<file path="config.mk">
export PLATFORM = sky130hd
export DESIGN_NAME = tx_sr_flat
export DESIGN_NICKNAME = d
export VERILOG_FILES = /design/src/rtl/tx_sr_if.sv /design/src/rtl/tx_sr.sv /design/src/flat_wrapper.sv
export SDC_FILE = /design/constraint.sdc
export NUM_CORES = 1
export LEC_CHECK = 0
export CAP_MARGIN = 20
export CORE_MARGIN = 2
export CORE_UTILIZATION = 50
export CTS_BUF_LIST = sky130_fd_sc_hd__clkbuf_4
export DETAILED_ROUTE_END_ITERATION = 16
export PLACE_DENSITY = 0.8
export SETUP_SLACK_MARGIN = 0.02
export SLEW_MARGIN = 10
export SYNTH_ARGS = -nofsm -noshare
export SYNTH_HDL_FRONTEND = slang
export SYNTH_SLANG_ARGS = --single-unit
</file>
<file path="constraint.sdc">
create_clock -name clk -period 3.91 [get_ports clk]
set_input_delay 0.782 -clock clk [delete_from_list [all_inputs] [get_ports clk]]
set_output_delay 0.782 -clock clk [all_outputs]
set_load 0.02 [all_outputs]
</file>
<file path="src/rtl/tx_sr_if.sv">
`default_nettype none
// ============================================================================
// Module   : tx_sr_if
// Brief    : Controller-side bundle of the I2C slave transmit shift register.
// Revision : 1.0
// ============================================================================
interface tx_sr_if #(
    parameter int DATA_WIDTH = 8
);
    logic                  tx_enable;
    logic                  load_data;
    logic [DATA_WIDTH-1:0] tx_data;
    logic                  tx_out;
    logic [3:0]            bit_count;
    logic                  byte_done;
    logic                  ack_valid;
    logic                  ack_bit;

    modport master (
        output tx_enable, load_data, tx_data,
        input  tx_out, bit_count, byte_done, ack_valid, ack_bit
    );

    modport slave (
        input  tx_enable, load_data, tx_data,
        output tx_out, bit_count, byte_done, ack_valid, ack_bit
    );
endinterface
`default_nettype wire

</file>
<file path="src/rtl/tx_sr.sv">
`default_nettype none
// ============================================================================
// Module   : tx_sr
// Brief    : I2C slave read-path shift register: MSB-first on SCL falls, then
//            samples ACK/NACK. Optional 2-flop SCL/SDA sync: TX_SCL_SYNC_EN.
// Revision : 1.0
// ============================================================================
module tx_sr #(
    parameter int DATA_WIDTH = 8
) (
    input  wire     clk,
    input  wire     n_rst,
    input  wire     scl,
    input  wire     sda_in,
    tx_sr_if.slave  bus
);
    localparam logic [1:0] c_ST_IDLE     = 2'd0;
    localparam logic [1:0] c_ST_SHIFT    = 2'd1;
    localparam logic [1:0] c_ST_ACK_WAIT = 2'd2;
    localparam logic [3:0] c_LAST        = 4'(DATA_WIDTH);
    localparam logic [DATA_WIDTH-1:0] c_ONES = '1;

    logic                  w_scl_cur;
    logic                  w_sda_s;
    logic                  r_scl_prev;
    logic                  w_scl_rise;
    logic                  w_scl_fall;

    logic [1:0]            r_state;
    logic [1:0]            w_state_nxt;
    logic [DATA_WIDTH-1:0] r_shreg;
    logic [DATA_WIDTH-1:0] w_shreg_nxt;
    logic [3:0]            r_bit_count;
    logic [3:0]            w_bit_count_nxt;
    logic                  r_byte_done;
    logic                  w_byte_done_nxt;
    logic                  r_ack_valid;
    logic                  w_ack_valid_nxt;
    logic                  r_ack_bit;
    logic                  w_ack_bit_nxt;

`ifdef TX_SCL_SYNC_EN
    logic [1:0] r_scl_sync;
    logic [1:0] r_sda_sync;

    // Reset to 1 (idle bus level) so no edge is seen on reset release
    always_ff @(posedge clk or negedge n_rst) begin
        if (!n_rst) begin
            r_scl_sync <= 2'b11;
            r_sda_sync <= 2'b11;
        end else begin
            r_scl_sync <= {r_scl_sync[0], scl};
            r_sda_sync <= {r_sda_sync[0], sda_in};
        end
    end

    assign w_scl_cur = r_scl_sync[1];
    assign w_sda_s   = r_sda_sync[1];
`else
    assign w_scl_cur = scl;
    assign w_sda_s   = sda_in;
`endif

    always_ff @(posedge clk or negedge n_rst) begin
        if (!n_rst) begin
            r_scl_prev <= 1'b1;
        end else begin
            r_scl_prev <= w_scl_cur;
        end
    end

    assign w_scl_rise = w_scl_cur & ~r_scl_prev;
    assign w_scl_fall = ~w_scl_cur & r_scl_prev;

    always_ff @(posedge clk or negedge n_rst) begin
        if (!n_rst) begin
            r_state <= c_ST_IDLE;
        end else begin
            r_state <= w_state_nxt;
        end
    end

    always_comb begin
        w_state_nxt = r_state;
        case (r_state)
            c_ST_IDLE: begin
                if (bus.load_data) w_state_nxt = c_ST_SHIFT;
            end
            c_ST_SHIFT: begin
                if (!bus.tx_enable)                          w_state_nxt = c_ST_IDLE;
                else if (w_scl_fall && r_bit_count == c_LAST) w_state_nxt = c_ST_ACK_WAIT;
            end
            c_ST_ACK_WAIT: begin
                if (!bus.tx_enable || w_scl_rise) w_state_nxt = c_ST_IDLE;
            end
            default: w_state_nxt = c_ST_IDLE;
        endcase
    end

    always_comb begin
        w_shreg_nxt     = r_shreg;
        w_bit_count_nxt = r_bit_count;
        w_byte_done_nxt = 1'b0;
        w_ack_valid_nxt = 1'b0;
        w_ack_bit_nxt   = r_ack_bit;
        case (r_state)
            c_ST_IDLE: begin
                if (bus.load_data) begin
                    w_shreg_nxt     = bus.tx_data;
                    w_bit_count_nxt = 4'd0;
                end
            end
            c_ST_SHIFT: begin
                if (!bus.tx_enable) begin
                    w_shreg_nxt     = c_ONES;
                    w_bit_count_nxt = 4'd0;
                end else if (w_scl_rise) begin
                    w_bit_count_nxt = r_bit_count + 4'd1;
                end else if (w_scl_fall) begin
                    // A fall before the first rise keeps the MSB on the line
                    if (r_bit_count == c_LAST) begin
                        w_shreg_nxt     = c_ONES;
                        w_byte_done_nxt = 1'b1;
                    end else if (r_bit_count != 4'd0) begin
                        w_shreg_nxt = {r_shreg[DATA_WIDTH-2:0], 1'b1};
                    end
                end
            end
            c_ST_ACK_WAIT: begin
                if (!bus.tx_enable) begin
                    w_shreg_nxt     = c_ONES;
                    w_bit_count_nxt = 4'd0;
                end else if (w_scl_rise) begin
                    w_ack_bit_nxt   = w_sda_s;
                    w_ack_valid_nxt = 1'b1;
                    w_bit_count_nxt = 4'd0;
                end
            end
            default: begin
                w_shreg_nxt     = c_ONES;
                w_bit_count_nxt = 4'd0;
            end
        endcase
    end

    always_ff @(posedge clk or negedge n_rst) begin
        if (!n_rst) begin
            r_shreg     <= c_ONES;
            r_bit_count <= 4'd0;
            r_byte_done <= 1'b0;
            r_ack_valid <= 1'b0;
            r_ack_bit   <= 1'b1;
        end else begin
            r_shreg     <= w_shreg_nxt;
            r_bit_count <= w_bit_count_nxt;
            r_byte_done <= w_byte_done_nxt;
            r_ack_valid <= w_ack_valid_nxt;
            r_ack_bit   <= w_ack_bit_nxt;
        end
    end

    assign bus.tx_out    = r_shreg[DATA_WIDTH-1];
    assign bus.bit_count = r_bit_count;
    assign bus.byte_done = r_byte_done;
    assign bus.ack_valid = r_ack_valid;
    assign bus.ack_bit   = r_ack_bit;
endmodule
`default_nettype wire

</file>
<file path="src/flat_wrapper.sv">
// flat-port wrapper written by rule: the top's interface ports become plain ports
module tx_sr_flat 
#(
    parameter int DATA_WIDTH = 8
)
  (clk, n_rst, scl, sda_in, bus_tx_enable, bus_load_data, bus_tx_data, bus_tx_out, bus_bit_count, bus_byte_done, bus_ack_valid, bus_ack_bit);
  tx_sr_if #(.DATA_WIDTH(DATA_WIDTH)) bus_i ();
  input  wire clk;
  input  wire n_rst;
  input  wire scl;
  input  wire sda_in;
  input wire logic [$bits(bus_i.tx_enable)-1:0] bus_tx_enable;
  input wire logic [$bits(bus_i.load_data)-1:0] bus_load_data;
  input wire logic [$bits(bus_i.tx_data)-1:0] bus_tx_data;
  output wire logic [$bits(bus_i.tx_out)-1:0] bus_tx_out;
  output wire logic [$bits(bus_i.bit_count)-1:0] bus_bit_count;
  output wire logic [$bits(bus_i.byte_done)-1:0] bus_byte_done;
  output wire logic [$bits(bus_i.ack_valid)-1:0] bus_ack_valid;
  output wire logic [$bits(bus_i.ack_bit)-1:0] bus_ack_bit;
  assign bus_i.tx_enable = bus_tx_enable;
  assign bus_i.load_data = bus_load_data;
  assign bus_i.tx_data = bus_tx_data;
  assign bus_tx_out = bus_i.tx_out;
  assign bus_bit_count = bus_i.bit_count;
  assign bus_byte_done = bus_i.byte_done;
  assign bus_ack_valid = bus_i.ack_valid;
  assign bus_ack_bit = bus_i.ack_bit;
  tx_sr #(.DATA_WIDTH(DATA_WIDTH)) u_core (.clk(clk), .n_rst(n_rst), .scl(scl), .sda_in(sda_in), .bus(bus_i));
endmodule
</file>
==> results of run 1 <==
-- sequential cells by signal (all words and copies together) (netlist names) --
name	flops
u_core.bus.ack_valid	1
u_core.r_scl_prev	1
u_core.r_shreg	8
u_core.r_state	2
u_core.bus.byte_done	1
u_core.bus.bit_count	4
u_core.bus.ack_bit	1
-- logic make-up after synthesis --
family,after synthesis
xor+xnor,3
fa+ha+maj,2
buf+inv,15
flops,18
simple gates,25
compound gates,17
mux,9
-- cell usage in the layout (no fill, tap or decap) --
cell	Yosys	routed
a21oi_1	3	3
dfstp_2	10	10
mux2i_1	8	8
nor2b_1	2	2
mux2_2	1	1
nand2b_2	1	1
a311oi_1	1	1
clkdlybuf4s50_1	0	21
or3_1	1	1
or2_2	1	1
o21ai_0	2	2
inv_1	12	12
dfrtp_1	8	8
nor2_1	6	6
ha_1	2	2
clkinv_1	0	1
nand4b_1	1	1
o21a_1	1	1
xor2_1	1	1
a211oi_1	1	1
or3b_1	1	1
nand3b_1	1	1
a31o_1	2	2
nor3_1	3	3
o22ai_1	7	7
xnor2_1	2	2
clkbuf_4	0	3
nand2b_1	2	2
or3b_2	1	1
or2b_1	1	1
nor3_2	1	1
nand3_1	3	3
-- routing by layer --
metal / vias up / global-route usage
met1: 344 / 0.2188
met3: 2 / 0.03846
li1: 350 / -
met2: 16 / 0.3452
met5: - / 0
met4: 0 / 0.08333
-- through the flow --
step | utilization | std cells | worst slack [ns] | total power [µW]
CTS | 0.6753 | 136 | 1.673 | 476.5
floorplan | - | 89 | 2.246 | 337.9
global placement | 0.6602 | 132 | 1.644 | 377.6
detailed placement | 0.6602 | 132 | 1.591 | 383.2
global route | 0.6753 | 136 | 1.658 | 500.6
finish | 0.6753 | 136 | 1.694 | 469.0
-- power by group through the flow --
stage	Combinational, µW	Clock, µW	Sequential, µW
floorplan	78.5	0	259
global placement	125	0	253
detailed placement	128	0	255
CTS	129	95.1	252
global route	141	104	256
finish	128	89.9	252
-- worst min-delay path, cell delays in order (launching register included) --
cell and delay [ns]:
dfstp_2 0.38, inv_1 0.04, mux2i_1 0.06
-- how the worst max path moves through the flow --
stage	start	cells past startpoint	end	slack, ns
global route	u_core.bus.ack_bit$_DFFE_PN1P_	1	bus_ack_bit	1.66
floorplan	u_core.bus.bit_count[0]$_DFFE_PN0P_	7	u_core.r_shreg[0]$_DFFE_PN1P_	2.25
detailed placement	bus_load_data	4	u_core.r_shreg[0]$_DFFE_PN1P_	1.59
global placement	bus_load_data	4	u_core.r_shreg[7]$_DFFE_PN1P_	1.64
CTS	u_core.bus.ack_bit$_DFFE_PN1P_	1	bus_ack_bit	1.67
finish	u_core.bus.ack_bit$_DFFE_PN1P_	1	bus_ack_bit	1.69
-- cell usage after synthesis, types with 2 or more instances --
library cell and instances:
xnor2_1 2, nor2b_1 2, o22ai_1 7, dfrtp_1 8, nor2_1 6, ha_1 2
nand2b_1 2, a21oi_1 3, nor3_1 3, mux2i_1 8, o21ai_0 2, nand3_1 3
dfstp_2 10, a31o_1 2, inv_1 12
-- final cells by class --
cell class              instances  area, µm²  share of cell area
repair buffers                 21      210.2              0.1783
clock inverters                 1      3.754            0.003185
well taps                      25      31.28             0.02654
clock buffers                   3      22.52             0.01911
multi-input cells              56      402.9              0.3418
flip-flops and latches         18      462.9              0.3928
inverters                      12      45.04             0.03822
==> results by group, run 1 <==
Run status
  • Outcome: finished, final reports clean

Synthesis
  • Library cells used by synthesis: 32
  • Net Count, Synth: 105
  • Async S/R FF share, synth: 1.000
  • Avg Synthesized Cell Area: 10.46 µm²
  • Post-synthesis mux area share: 0.09812
  • Mapped Area: 930.9 µm²
  • Synth Area in Adders: 0.02688
  • Main combinational cell family by area after synthesis: simple AND/OR/NAND/NOR gates
  • Synth top area cells: dfstp_2 28%, dfrtp_1 22%, mux2i_1 8.6%
  • Yosys reg bits: 18
  • Mapped Cells: 89
  • Yosys warns: 0
  • Seq/Total Area, Yosys: 0.4973
  • Area leader, netlist: dfstp_2
  • Number of flops mapped to enable cells by yosys: 0
  • Simple-gate area share of the yosys netlist: 0.1613
  • Post-synthesis xor/xnor area fraction: 0.02823
  • Ys flop type: dfstp_2
  • Compound-Gate Fraction of Synth Area: 0.1183
  • Synth top area share: 0.2823

Route
  • M1 WL: 822 µm
  • DRC Markers: 0
  • WL per Instance: 13.29 µm
  • DRT Wirelength: 1.808 mm
  • DR WL met2: 885 µm
  • Vias per cell: 5.235
  • DR iter-0 viols: 4
  • Top sig layer: met4
  • Length of routed met3 wiring: 79 µm
  • Vias: 712
  • Total iterations of the first detailed-routing run: 4
  • Antenna Nets Post-Route: 0

Worst setup path
  • Arrival time worst endpoint: 1.43 ns
  • CP max stage delay: 0.60 ns
  • Worst setup SP type: register
  • Crit-path max FO: 2
  • CP Data Required Time: 3.13 ns
  • Buf/Inv on CP: 1
  • FF-to-FF Start: u_core.bus.bit_count[0]$_DFFE_PN0P_
  • Critical path endpoint category: primary output
  • Crit path cell chain: clkdlybuf4s50_1
  • CP top delay family: buffers and inverters
  • Cell count of the worst reg-to-reg path: 6
  • WS Path Type: register to primary output
  • RR Endpoint: u_core.r_shreg[0]$_DFFE_PN1P_
  • Worst path slowest cell: clkdlybuf4s50_1
  • Reg2reg setup slack: 2.02 ns

Power
  • Clock Power Share: 0.192
  • Logic gate share of total power: 0.272
  • Power per cell area: 397.9 nW/µm²
  • Leakage: 0.0005207 µW
  • Worst vdd ir: 0.2830 mV
  • Pint: 333.1 µW
  • Switch share: 0.2897
  • Sequential share of power: 0.536
  • Psw: 135.9 µW

Floorplan
  • Initial Utilization: 0.5333
  • IO Pins: 22
  • Rows: 15
  • Die Ht: 47.15 µm
  • Die ar.: 2223 µm²
  • Core Region: 1745 µm²
  • Die Wd: 47.15 µm

Final layout
  • Layout cells sized above 1: 0.1622
  • Fin area: 1179 µm²
  • Nets: 128
  • Area grow syn2layout: 26.61%
  • Number of diodes: 0
  • Final-layout fill cell count: 147

Hold path
  • Hold depth: 2
  • Worst min path class: register to register
  • Hold Path End: u_core.r_shreg[5]$_DFFE_PN1P_
  • Critical hold path startpoint: u_core.r_shreg[5]$_DFFE_PN1P_

Clock tree
  • Clk pin slew, worst setup/hold paths: 0.10 ns
  • Clk_lat worst skew: 0.28 ns
  • Clk buf depth: 2
  • Post-CTS Setup Bufs: 0
  • Root Buffer: clkbuf_4
  • CTS tree: done
  • Cts repair resizes: 0
  • Clock tree sinks: 18
  • Cts bufs inserted: 3
  • H-tree depth: 1
  • CTS Hold Buffers Added: 0

GRT
  • Vias in the first global route: 689
  • Largest net degree at the start of global routing: 19
  • GR Overflow Total: 0
  • First-pass GRT wire length: 2.953 mm
  • Initial antenna violation count: 0
  • Gr usage total: 0.1919

Timing
  • Worst Skew: 0.006654 ns
  • Unrepaired setup endpoints after global routing: false
  • Peak Freq: 0.4512 GHz
  • Final Hold Fails: 0
  • Final Setup Violations: 0
  • WHS: 0.4753 ns
  • Max Slew Vio Count: 0
  • Slew Limit Headroom: 0.4849
  • Fin crit period: 2.216 ns
  • Least-Margin Pin Slew: 0.7703 ns
  • Final period util: 0.5668
  • Final TNS setup: 0 ns

Place
  • Post-DP HPWL: 1.316 mm
  • DP Area: 1152 µm²
  • GP Congestion: 0.7469
  • # port buffers: 21

Job
  • Max Cap Viol: 0
Note: power is estimated with default switching activity, not from simulation.
==> run 2: changes to the inputs <==
clock period = 2.25 ns   (was 3.91 ns; I/O delays follow)
==> results by group, run 2 (same netlist as run 1, synthesis figures left out) <==
Power
  • Pint: 596.4 µW
  • Switch share: 0.2858
  • Worst vdd ir: 0.4897 mV
  • Clock Power Share: 0.210
  • Logic gate share of total power: 0.266
  • Sequential share of power: 0.524
  • Leakage: 0.0005286 µW
  • Psw: 238.7 µW
  • Power per cell area: 701.9 nW/µm²

Worst setup path
  • WS Path Type: register to register
  • Setup crit start: u_core.bus.bit_count[0]$_DFFE_PN0P_
  • FF-to-FF Start: u_core.bus.bit_count[0]$_DFFE_PN0P_
  • Worst Setup EP: u_core.r_shreg[0]$_DFFE_PN1P_
  • CP Data Required Time: 2.46 ns
  • RR Endpoint: u_core.r_shreg[0]$_DFFE_PN1P_
  • Reg2reg setup slack: 0.34 ns
  • Worst setup SP type: register
  • Cell count of the worst reg-to-reg path: 6
  • Critical path endpoint category: register
  • Arrival time worst endpoint: 2.12 ns
  • Crit-path max FO: 8

Clock tree
  • Cts repair resizes: 0
  • CTS tree: done
  • CTS Hold Buffers Added: 0
  • Clk buf depth: 2
  • Clk_lat worst skew: 0.28 ns
  • Clock tree sinks: 18
  • Root Buffer: clkbuf_4
  • Cts bufs inserted: 3
  • H-tree depth: 1
  • Clk pin slew, worst setup/hold paths: 0.11 ns
  • Post-CTS Setup Bufs: 0

Place
  • GP Congestion: 0.7452
  • Post-Place Cells: 133
  • Post-DP HPWL: 1.337 mm
  • # port buffers: 21
  • Placement Setup Slack: 0.2639 ns
  • DP Area: 1160 µm²

Final layout
  • Most frequent cells in the layout: 21 x clkdlybuf4s50_1, 12 x inv_1, 10 x dfstp_2, 8 x mux2i_1, 8 x dfrtp_1
  • Nets: 129
  • Largest Register: u_core.r_shreg
  • Final-layout fill cell count: 148
  • Final Util: 0.6817
  • Most common cell after layout, fill and taps aside: clkdlybuf4s50_1
  • Number of flip-flops in the largest register: 8
  • Number of diodes: 0
  • Final std cells w/o fill: 137
  • Layout cells sized above 1: 0.1786
  • Fin area: 1190 µm²
  • Area grow syn2layout: 27.82%

Timing
  • Final Setup Violations: 0
  • Final TNS setup: 0 ns
  • Final setup margin: 0.3357 ns
  • Unrepaired setup endpoints after global routing: false
  • Final period util: 0.8508
  • Slew Limit Headroom: 0.6882
  • Peak Freq: 0.5224 GHz
  • Least-Margin Pin Slew: 0.4678 ns
  • Worst Skew: 0.01272 ns
  • Max Slew Vio Count: 0
  • Fin crit period: 1.914 ns
  • Final Hold Fails: 0

Floorplan
  • Die Ht: 47.15 µm
  • IO Pins: 22
  • Rows: 15
  • Core Region: 1745 µm²
  • Initial Utilization: 0.5333
  • Die Wd: 47.15 µm
  • Die ar.: 2223 µm²

Route
  • Vias per cell: 5.197
  • Vias: 712
  • Antenna Nets Post-Route: 0
  • DRC Markers: 0
  • DRT Wirelength: 1.773 mm
  • Total iterations of the first detailed-routing run: 4
  • WL per Instance: 12.94 µm
  • DR iter-0 viols: 8

GRT
  • First-pass GRT wire length: 3.098 mm
  • Initial antenna violation count: 0
  • Largest net degree at the start of global routing: 19
  • GR Overflow Total: 0
  • Gr usage total: 0.1983
  • Vias in the first global route: 714

Run status
  • Outcome: finished, final reports clean

Job
  • Max Cap Viol: 0

Hold path
  • Worst min path class: input port to asynchronous set/reset pin
[run 2: cell types whose count changed in the layout (fill, tap and decap cells not counted)]
| cell | change |
|---|---|
| clkinv_1 | -1 |
| buf_4 | +1 |
| clkbuf_4 | +1 |
[run 2: worst min path at each step]
| stage | start | end | slack (ns) | cells after the start |
|---|---|---|---|---|
| floorplan | n_rst | u_core.bus.ack_valid$_DFF_PN0_ | 0.15 | 0 |
| global placement | u_core.r_shreg[0]$_DFFE_PN1P_ | u_core.r_shreg[0]$_DFFE_PN1P_ | 0.46 | 2 |
| detailed placement | u_core.r_shreg[5]$_DFFE_PN1P_ | u_core.r_shreg[5]$_DFFE_PN1P_ | 0.46 | 2 |
| CTS | n_rst | u_core.bus.ack_valid$_DFF_PN0_ | 0.48 | 2 |
| global route | u_core.r_shreg[5]$_DFFE_PN1P_ | u_core.r_shreg[5]$_DFFE_PN1P_ | 0.50 | 2 |
| finish | n_rst | u_core.bus.ack_valid$_DFF_PN0_ | 0.48 | 2 |
[run 2: critical path, cell delays in order, from the launching register on]
cell and delay, ns:
dfrtp_1 0.45, inv_1 0.08, ha_1 0.16, or3b_1 0.34, nand4b_1 0.10, a31o_1 0.45, mux2i_1 0.25
[run 2: final cells by class]
type	instances	area, µm²	area share
repair buffers	22	217.7	0.1830
well taps	25	31.28	0.02629
flip-flops and latches	18	462.9	0.3891
inverters	12	45.04	0.03785
multi-input cells	56	402.9	0.3386
clock buffers	4	30.03	0.02524
[run 2: per-layer routing]
metal  wire length, µm  part of all wire  vias up  track usage
met2               869              0.49       14       0.3479
li1                  -                 -      356            -
met3                68             0.038        2      0.03846
met4                20             0.011        0      0.06667
met5                 0                 0        -            0
met1               814              0.46      340       0.2428
[run 2: per-stage QoR]
| step | power (µW) | hold WS [ns] |
|---|---|---|
| finish | 835.1 | 0.4775 |
| global route | 890.2 | 0.4970 |
| CTS | 843.5 | 0.4778 |
| detailed placement | 667.5 | 0.4640 |
| global placement | 657.6 | 0.4550 |
| floorplan | 587.2 | 0.1544 |
[run 2: power by group through the flow]
stage / clock, µW / combinational [µW] / sequential [µW]
after detailed placement: 0 / 224 / 443
after global routing: 199 / 246 / 445
final: 175 / 223 / 437
after CTS: 180 / 226 / 437
after floorplan: 0 / 136 / 451
after global placement: 0 / 218 / 440
==> run 3: changes to the inputs <==
CTS_CLUSTER_DIAMETER = 100   (was default)
GPL_ROUTABILITY_DRIVEN = 0   (was default)
==> results of run 3 <==
Same layout as run 2: the final DEF is identical, and so are final timing and power.
